### src/rtl/intc_ext.sv
`default_nettype none
// ============================================================================
// Module      : intc_ext
// Description : External interrupt controller feeding cop0's external-interrupt
//               request. Edge/level pending latch, mask, fixed-priority select,
//               exception-taken acknowledge and eret end-of-service.
//               Optional 2-flop input synchroniser: define INTC_SYNC_EN.
// Revision    : 1.0 - initial release
// ============================================================================
module intc_ext #(
    parameter int NUM_SRC = 8,
    parameter int ID_W    = 5
) (
    input  logic               i_clk,
    input  logic               i_rst,
    input  logic [NUM_SRC-1:0] i_src,
    input  logic               i_we,
    input  logic [1:0]         i_addr,
    input  logic [31:0]        i_data,
    output logic [31:0]        o_data,
    input  logic               i_exception,
    input  logic               i_eret,
    output logic               o_ext_int,
    output logic [ID_W-1:0]    o_irq_id
);

    localparam logic [1:0] ST_IDLE    = 2'd0;
    localparam logic [1:0] ST_REQ     = 2'd1;
    localparam logic [1:0] ST_SERVICE = 2'd2;

    logic [NUM_SRC-1:0] w_s;
    logic [NUM_SRC-1:0] r_prev;
    logic [NUM_SRC-1:0] r_mask;
    logic [NUM_SRC-1:0] r_pend;
    logic [NUM_SRC-1:0] r_edge;
    logic [NUM_SRC-1:0] w_pend_nxt;
    logic [NUM_SRC-1:0] w_active;
    logic [NUM_SRC-1:0] w_rise;
    logic [NUM_SRC-1:0] w_w1c;
    logic [ID_W-1:0]    w_sel;
    logic [ID_W-1:0]    r_irq_id;
    logic [1:0]         r_state;
    logic [1:0]         w_state_nxt;
    logic               w_any;
    logic               w_ack;
    logic               w_unused;

`ifdef INTC_SYNC_EN
    logic [NUM_SRC-1:0] r_sync1;
    logic [NUM_SRC-1:0] r_sync2;

    always_ff @(posedge i_clk) begin
        if (i_rst) begin
            r_sync1 <= '0;
            r_sync2 <= '0;
        end else begin
            r_sync1 <= i_src;
            r_sync2 <= r_sync1;
        end
    end

    assign w_s = r_sync2;
`else
    assign w_s = i_src;
`endif

    always_ff @(posedge i_clk) begin
        if (i_rst) begin
            r_prev <= '0;
        end else begin
            r_prev <= w_s;
        end
    end

    assign w_rise   = w_s & ~r_prev;
    assign w_active = r_pend & r_mask;
    assign w_any    = |w_active;
    assign w_w1c    = (i_we && (i_addr == 2'd1)) ? i_data[NUM_SRC-1:0] : '0;
    assign w_ack    = (r_state == ST_REQ) && i_exception && w_any;
    assign w_unused = ^i_data;

    // Descending scan so the lowest active index is the last (winning) write.
    always_comb begin
        w_sel = '0;
        for (int i = NUM_SRC - 1; i >= 0; i--) begin
            if (w_active[i]) begin
                w_sel = ID_W'(i);
            end
        end
    end

    // Edge mode: a fresh rising edge beats any clear arriving in the same cycle.
    generate
        for (genvar g = 0; g < NUM_SRC; g++) begin : g_pend
            assign w_pend_nxt[g] = r_edge[g]
                ? (w_rise[g] | (r_pend[g] & ~(w_w1c[g] | (w_ack && (w_sel == ID_W'(g))))))
                : w_s[g];
        end
    endgenerate

    always_ff @(posedge i_clk) begin
        if (i_rst) begin
            r_mask <= '0;
            r_edge <= '0;
            r_pend <= '0;
        end else begin
            r_pend <= w_pend_nxt;
            if (i_we && (i_addr == 2'd0)) begin
                r_mask <= i_data[NUM_SRC-1:0];
            end
            if (i_we && (i_addr == 2'd2)) begin
                r_edge <= i_data[NUM_SRC-1:0];
            end
        end
    end

    always_ff @(posedge i_clk) begin
        if (i_rst) begin
            r_state  <= ST_IDLE;
            r_irq_id <= '0;
        end else begin
            r_state <= w_state_nxt;
            if (w_ack) begin
                r_irq_id <= w_sel;
            end
        end
    end

    always_comb begin
        w_state_nxt = r_state;
        case (r_state)
            ST_IDLE: begin
                if (w_any) begin
                    w_state_nxt = ST_REQ;
                end
            end
            ST_REQ: begin
                if (!w_any) begin
                    w_state_nxt = ST_IDLE;
                end else if (i_exception) begin
                    w_state_nxt = ST_SERVICE;
                end
            end
            ST_SERVICE: begin
                if (i_eret) begin
                    w_state_nxt = ST_IDLE;
                end
            end
            default: w_state_nxt = ST_IDLE;
        endcase
    end

    always_comb begin
        o_data = '0;
        case (i_addr)
            2'd0: o_data[NUM_SRC-1:0] = r_mask;
            2'd1: o_data[NUM_SRC-1:0] = r_pend;
            2'd2: o_data[NUM_SRC-1:0] = r_edge;
            default: begin
                o_data[9:8]      = r_state;
                o_data[ID_W-1:0] = r_irq_id;
            end
        endcase
    end

    assign o_ext_int = (r_state == ST_REQ);
    assign o_irq_id  = r_irq_id;

endmodule
`default_nettype wire

### config.mk
export PLATFORM = sky130hd
export DESIGN_NAME = intc_ext
export DESIGN_NICKNAME = d
export VERILOG_FILES = /design/src/rtl/intc_ext.sv
export SDC_FILE = /design/constraint.sdc
export NUM_CORES = 1
export LEC_CHECK = 0
export ABC_AREA = 0
export BUFFER_PORTS_ARGS = -buffer_cell sky130_fd_sc_hd__buf_4
export CAP_MARGIN = 20
export CORE_UTILIZATION = 47
export DETAILED_ROUTE_END_ITERATION = 10
export PLACE_DENSITY = 0.91
export SETUP_SLACK_MARGIN = 0.15
export SYNTH_ARGS = -nofsm -noshare
export SYNTH_HDL_FRONTEND = slang
export SYNTH_SLANG_ARGS = --single-unit
### constraint.sdc
create_clock -name i_clk -period 1.55 [get_ports i_clk]
set_input_delay 0.155 -clock i_clk [delete_from_list [all_inputs] [get_ports i_clk]]
set_output_delay 0.155 -clock i_clk [all_outputs]
set_load 0.05 [all_outputs]
* After elaboration in Yosys (flattened, before gate mapping)
Cells that the tools add are included.
** Word-level totals
- Bits in registers :: 39
- Word-level logic and storage cells :: 99
- Memory bits (read-only) :: 0
- Latch bits :: 0
- Bits in writable memories :: 0
- Memories kept :: 0
- Input bits :: 47
** Operators by class
- Multiply operators :: 0
- $add $sub $neg :: 0
- Bitwise logic cells :: 35
- Multiplexer cells :: 25
- Reductions and logical operators :: 19
- Shifts and indexed selects :: 0
- Equal/unequal tests :: 14
- Divide/modulo/power cells :: 0
- $lt $le $gt $ge :: 0
** Operators by type and width (count)
- two-way mux 5 bit :: 7
- equality test 5 x 3 -> 1 bit, second input constant :: 4
- AND 8 bit :: 2
- OR 1 bit :: 16
- case mux 5 bit (3 select lines) :: 1
- logical AND 1 bit :: 13
- equality test 5 x 2 -> 1 bit, second input constant :: 2
- two-way mux 2 bit :: 5
- case mux 3 bit (3 select lines) :: 1
- AND 1 bit :: 8
- two-way mux 1 bit :: 8
- two-way mux 8 bit :: 1
- NOT 1 bit :: 8
- NOT 8 bit :: 1
- OR reduction 8 bit :: 1
- case mux 2 bit (3 select lines) :: 1
- equality test 5 x 1 -> 1 bit, second input constant :: 1
- logical NOT 5 bit :: 1
- equality test 2 x 1 -> 1 bit, second input constant :: 2
- equality test 2 bit, second input constant :: 2
- logical NOT 2 bit :: 2
- != test 2 bit, second input constant :: 2
- two-way mux 3 bit :: 1
- != test 3 bit, second input constant :: 1
- other kinds (2) :: 2

* Logic depth before layout (Yosys ltp)
- Word-level depth :: 16
- Depth in mapped cells :: 5
- Gate-level depth less buffers :: 4

* Worst setup path before layout
Ideal clock, no wire load.
- Kind :: input to output
- Start point :: in i_addr[0]
- End point :: out o_data[3]
- Required time :: 1395 ps
- Path slack :: -177 ps
- Path buffers :: 1
- Stages :: 3
- Data arrival time :: 1572 ps
- Cell sequence :: buf_2 mux2i_1 o21ai_0
** On the way
- Longest elaborated chain between the ends :: 2
- Elaborated cells between the ends (all ways) :: 4
** RTL lines
- start: declaration :: RTL line 18 : input logic [1:0] i_addr,
- equality test 2 bit, or another cell as far along :: RTL line 155 : case (i_addr)
- case mux 5 bit (3 select lines) (*) :: RTL line 155
- end: declaration :: RTL line 20 : output logic [31:0] o_data,
Every way passes the cells marked *; elsewhere a longest branch is shown, timed or not.

* Worst setup path after layout
- Start point :: reg r_irq_id[2], in the netlist o_irq_id[2]
- End point :: out o_data[2]
** On the way
- Longest elaborated chain between the ends :: 1
** RTL lines
- start: declaration :: RTL line 41 : logic [ID_W-1:0] r_irq_id;
- start signal: assignment :: RTL line 124 : r_irq_id <= w_sel;
- case mux 5 bit (3 select lines) :: RTL line 155
Every way passes these cells.

==> impl_metrics.ini <==
[run_status]
status = completed

[floorplan]
die_area_um2 = 4370
fp-row-count = 22
core_um2 = 3800
io_pins = 85
die_h_um = 66.1
start_util = 0.508
die_w_um = 66.1

[logic_synthesis]
synthTopCellsByCount = 47 x nand2_1, 37 x dfxtp_1, 25 x buf_4
synth_ff_type = dfxtp_1
netlist_area_um2 = 1930
yosysUniqueCellTypes = 33
yosysTopAreaCellShare = 0.384
synth_seq_cells = 37
ys_seq_area_frac = 0.384
yosysWarnings = 0
postSynthAreaPerCell_um2 = 8.46
async_reset_ff_frac = 0
synth_edf_count = 0
yosysMostFrequentCell = nand2_1
synthCells = 228
yosys-top-cells-area = dfxtp_1 38%, buf_4 9.7%, nand2_1 9.1%
yosys.area.top_type = dfxtp_1

[setup_path]
reg2reg_slack_ps = 160
critPathRequiredTime_ps = 1390
path_buf_inv = 1
end_kind = output port
cpLargestDelayFamily = multiplexers
critPathKind = reg -> out
startpoint_type = register
cp.arrival_ps = 1300
worstReg2RegStart = r_pend[2]$_SDFF_PP0_
critPathMaxStageDelay_ps = 500
cp_max_fo = 2
r2r.worst_path.cells = 5
rr_endpoint = r_pend[5]$_SDFF_PP0_
crit_chain = mux4_2 -> buf_8
critPathSlowestCell = mux4_2

[finish]
drive_gt1_frac = 0.290
fillers = 304
n_antenna_cell = 0
fin_nets = 319
syn_to_final_growth_pct = 22.5
final_cell_area_um2 = 2360
final_cells = 320
final_core_util = 0.622

[global_route]
grt_usage = 0.229
grt-ovfl-total = 0
antenna_found_initial = 0
grt_pass1_wl_um = 7440
grt_max_degree = 39
grt_pass1_vias = 1641

[worst_hold_path]
whs_path_depth = 2
hold_path.class = in -> reg
worstHoldStart = i_src[1]
hold_path_end = r_prev[1]$_SDFF_PP0_

[power]
seq_power_share = 0.487
power.density_nw_per_um2 = 894
p_switching_mw = 0.646
p_clk_frac = 0.322
sw_frac_of_total = 0.306
peakVddDrop_v = 0.000519
combinationalPowerShare = 0.191
power_mw = 2.11
p_int_mw = 1.47
power_leakage_nw = 0.948

[place]
pre_cts_slack_ps = 150
portBuffers = 36
gp_congestion = 0.812
dp.cells = 307
dp_hpwl_um = 3050
dpl_cell_area_um2 = 2160

[cts]
clkSlewWorstSetupHoldPaths_ps = 70
cts_hold_repair.buffers = 0
cts_tree = built
cts.htree.levels = 2
cts.path.max_buffers = 2
clk_latency_ps = 290
clock_sinks = 37
numCtsBuffers = 5
root_buffer = clkbuf_8

[route]
dr.pass1.iters = 4
met2_length_um = 2260
dr_wl_met3_um = 348
drt-met1-wl_um = 1970
postRouteAntennaNets = 0
route.detailed.drc = 0
viasPerCell = 5.54
vias = 1774
routedWlPerCell_um = 14.5
routed_wirelength_um = 4640
dr.first_iter.drc_count = 104
highest_layer = met4

[sta]
finalCriticalPeriod_ps = 1450
setup_viol = 0
whs_ps = 119
rsz0062_at_grt = yes
finalMaxSlewViolations = 0
max_freq_mhz = 687
finalCritPeriodShare = 0.938
hold_violations = 0
fin_worst_skew_ps = 2.65
setup_ws_ps = 95.4
fin_tns_setup_ps = 0

[run]
max_cap_viol_count = 0
## layout by cell type (no fill, tap or decap), types with 2 or more instances in the layout
master,count
nor2_1,9
o21ai_1,5
a21oi_1,14
and3b_1,2
buf_4,42
mux2i_1,13
dfxtp_2,13
a22o_1,4
dfxtp_1,24
nand3b_1,3
nand4_1,2
a211o_1,3
buf_6,5
nand2_1,46
clkbuf_8,6
a22oi_2,2
mux4_2,3
a22oi_1,3
conb_1,24
nand3_1,9
o21ai_0,5
a211oi_1,6
and3_1,2
nor2b_1,10
## layer usage
layer	global-route usage	vias up
met1	0.278	833
met4	0.0878	0
li1	-	842
met2	0.375	92
met3	0.0707	7
met5	0	-
## state kept, by name, indices dropped and copies added, names as in the netlist
| register | count |
|---|---|
| r_edge | 8 |
| r_prev | 8 |
| r_pend | 8 |
| o_irq_id | 3 |
| r_mask | 8 |
| r_state | 2 |
## repair_timing
item | 4_1_cts | 5_1_grt
setup endpoints to repair | 5 | 10
resized for setup | 13 | 13
pin swaps | 3 | 4
buffers inserted | 4 | 2
## area by class of cell
type,instances,area [um2],share of cell area
clock buffer,7,86.3,0.0365
multi-input combinational,179,1070,0.453
tap,48,60.1,0.0254
inverter,1,3.75,0.00159
timing repair buffer,48,387,0.164
sequential,37,757,0.320
## power by group through the flow
stage	logic, mW	clock network [mW]	registers [mW]
global placement	0.374	0	1.04
CTS	0.394	0.700	1.02
floorplan	0.331	0	1.04
global route	0.427	0.752	1.03
detailed placement	0.381	0	1.05
finish	0.403	0.681	1.03
## cells by family (layout without fill, tap and decap cells)
| group | Yosys count | count (layout) | synth area share |
|---|---|---|---|
| AND/OR/NAND/NOR | 92 | 92 | 0.230 |
| AO/OA/AOI/OAI | 47 | 47 | 0.162 |
| flip-flops | 37 | 37 | 0.384 |
| buffers and inverters | 35 | 56 | 0.119 |
| multiplexers | 16 | 16 | 0.102 |
| other | 1 | 24 | 0.00194 |
## how the worst max path moves through the flow
stage / slack [ps] / to / cells past startpoint / from
3_5_place_dp: 150 / r_edge[5]$_SDFFE_PP0P_ / 6 / i_addr[1]
5_1_grt: 60 / r_pend[4]$_SDFF_PP0_ / 5 / r_pend[6]$_SDFF_PP0_
2_1_floorplan: 200 / o_data[3] / 3 / i_addr[0]
6_report: 100 / o_data[2] / 2 / o_irq_id[2]$_SDFFE_PP0P_
3_3_place_gp: 210 / r_pend[5]$_SDFF_PP0_ / 4 / r_state[1]$_SDFFE_PP0P_
4_1_cts: 90 / o_data[2] / 2 / o_irq_id[2]$_SDFFE_PP0P_
(Power assumes the default switching activity.)
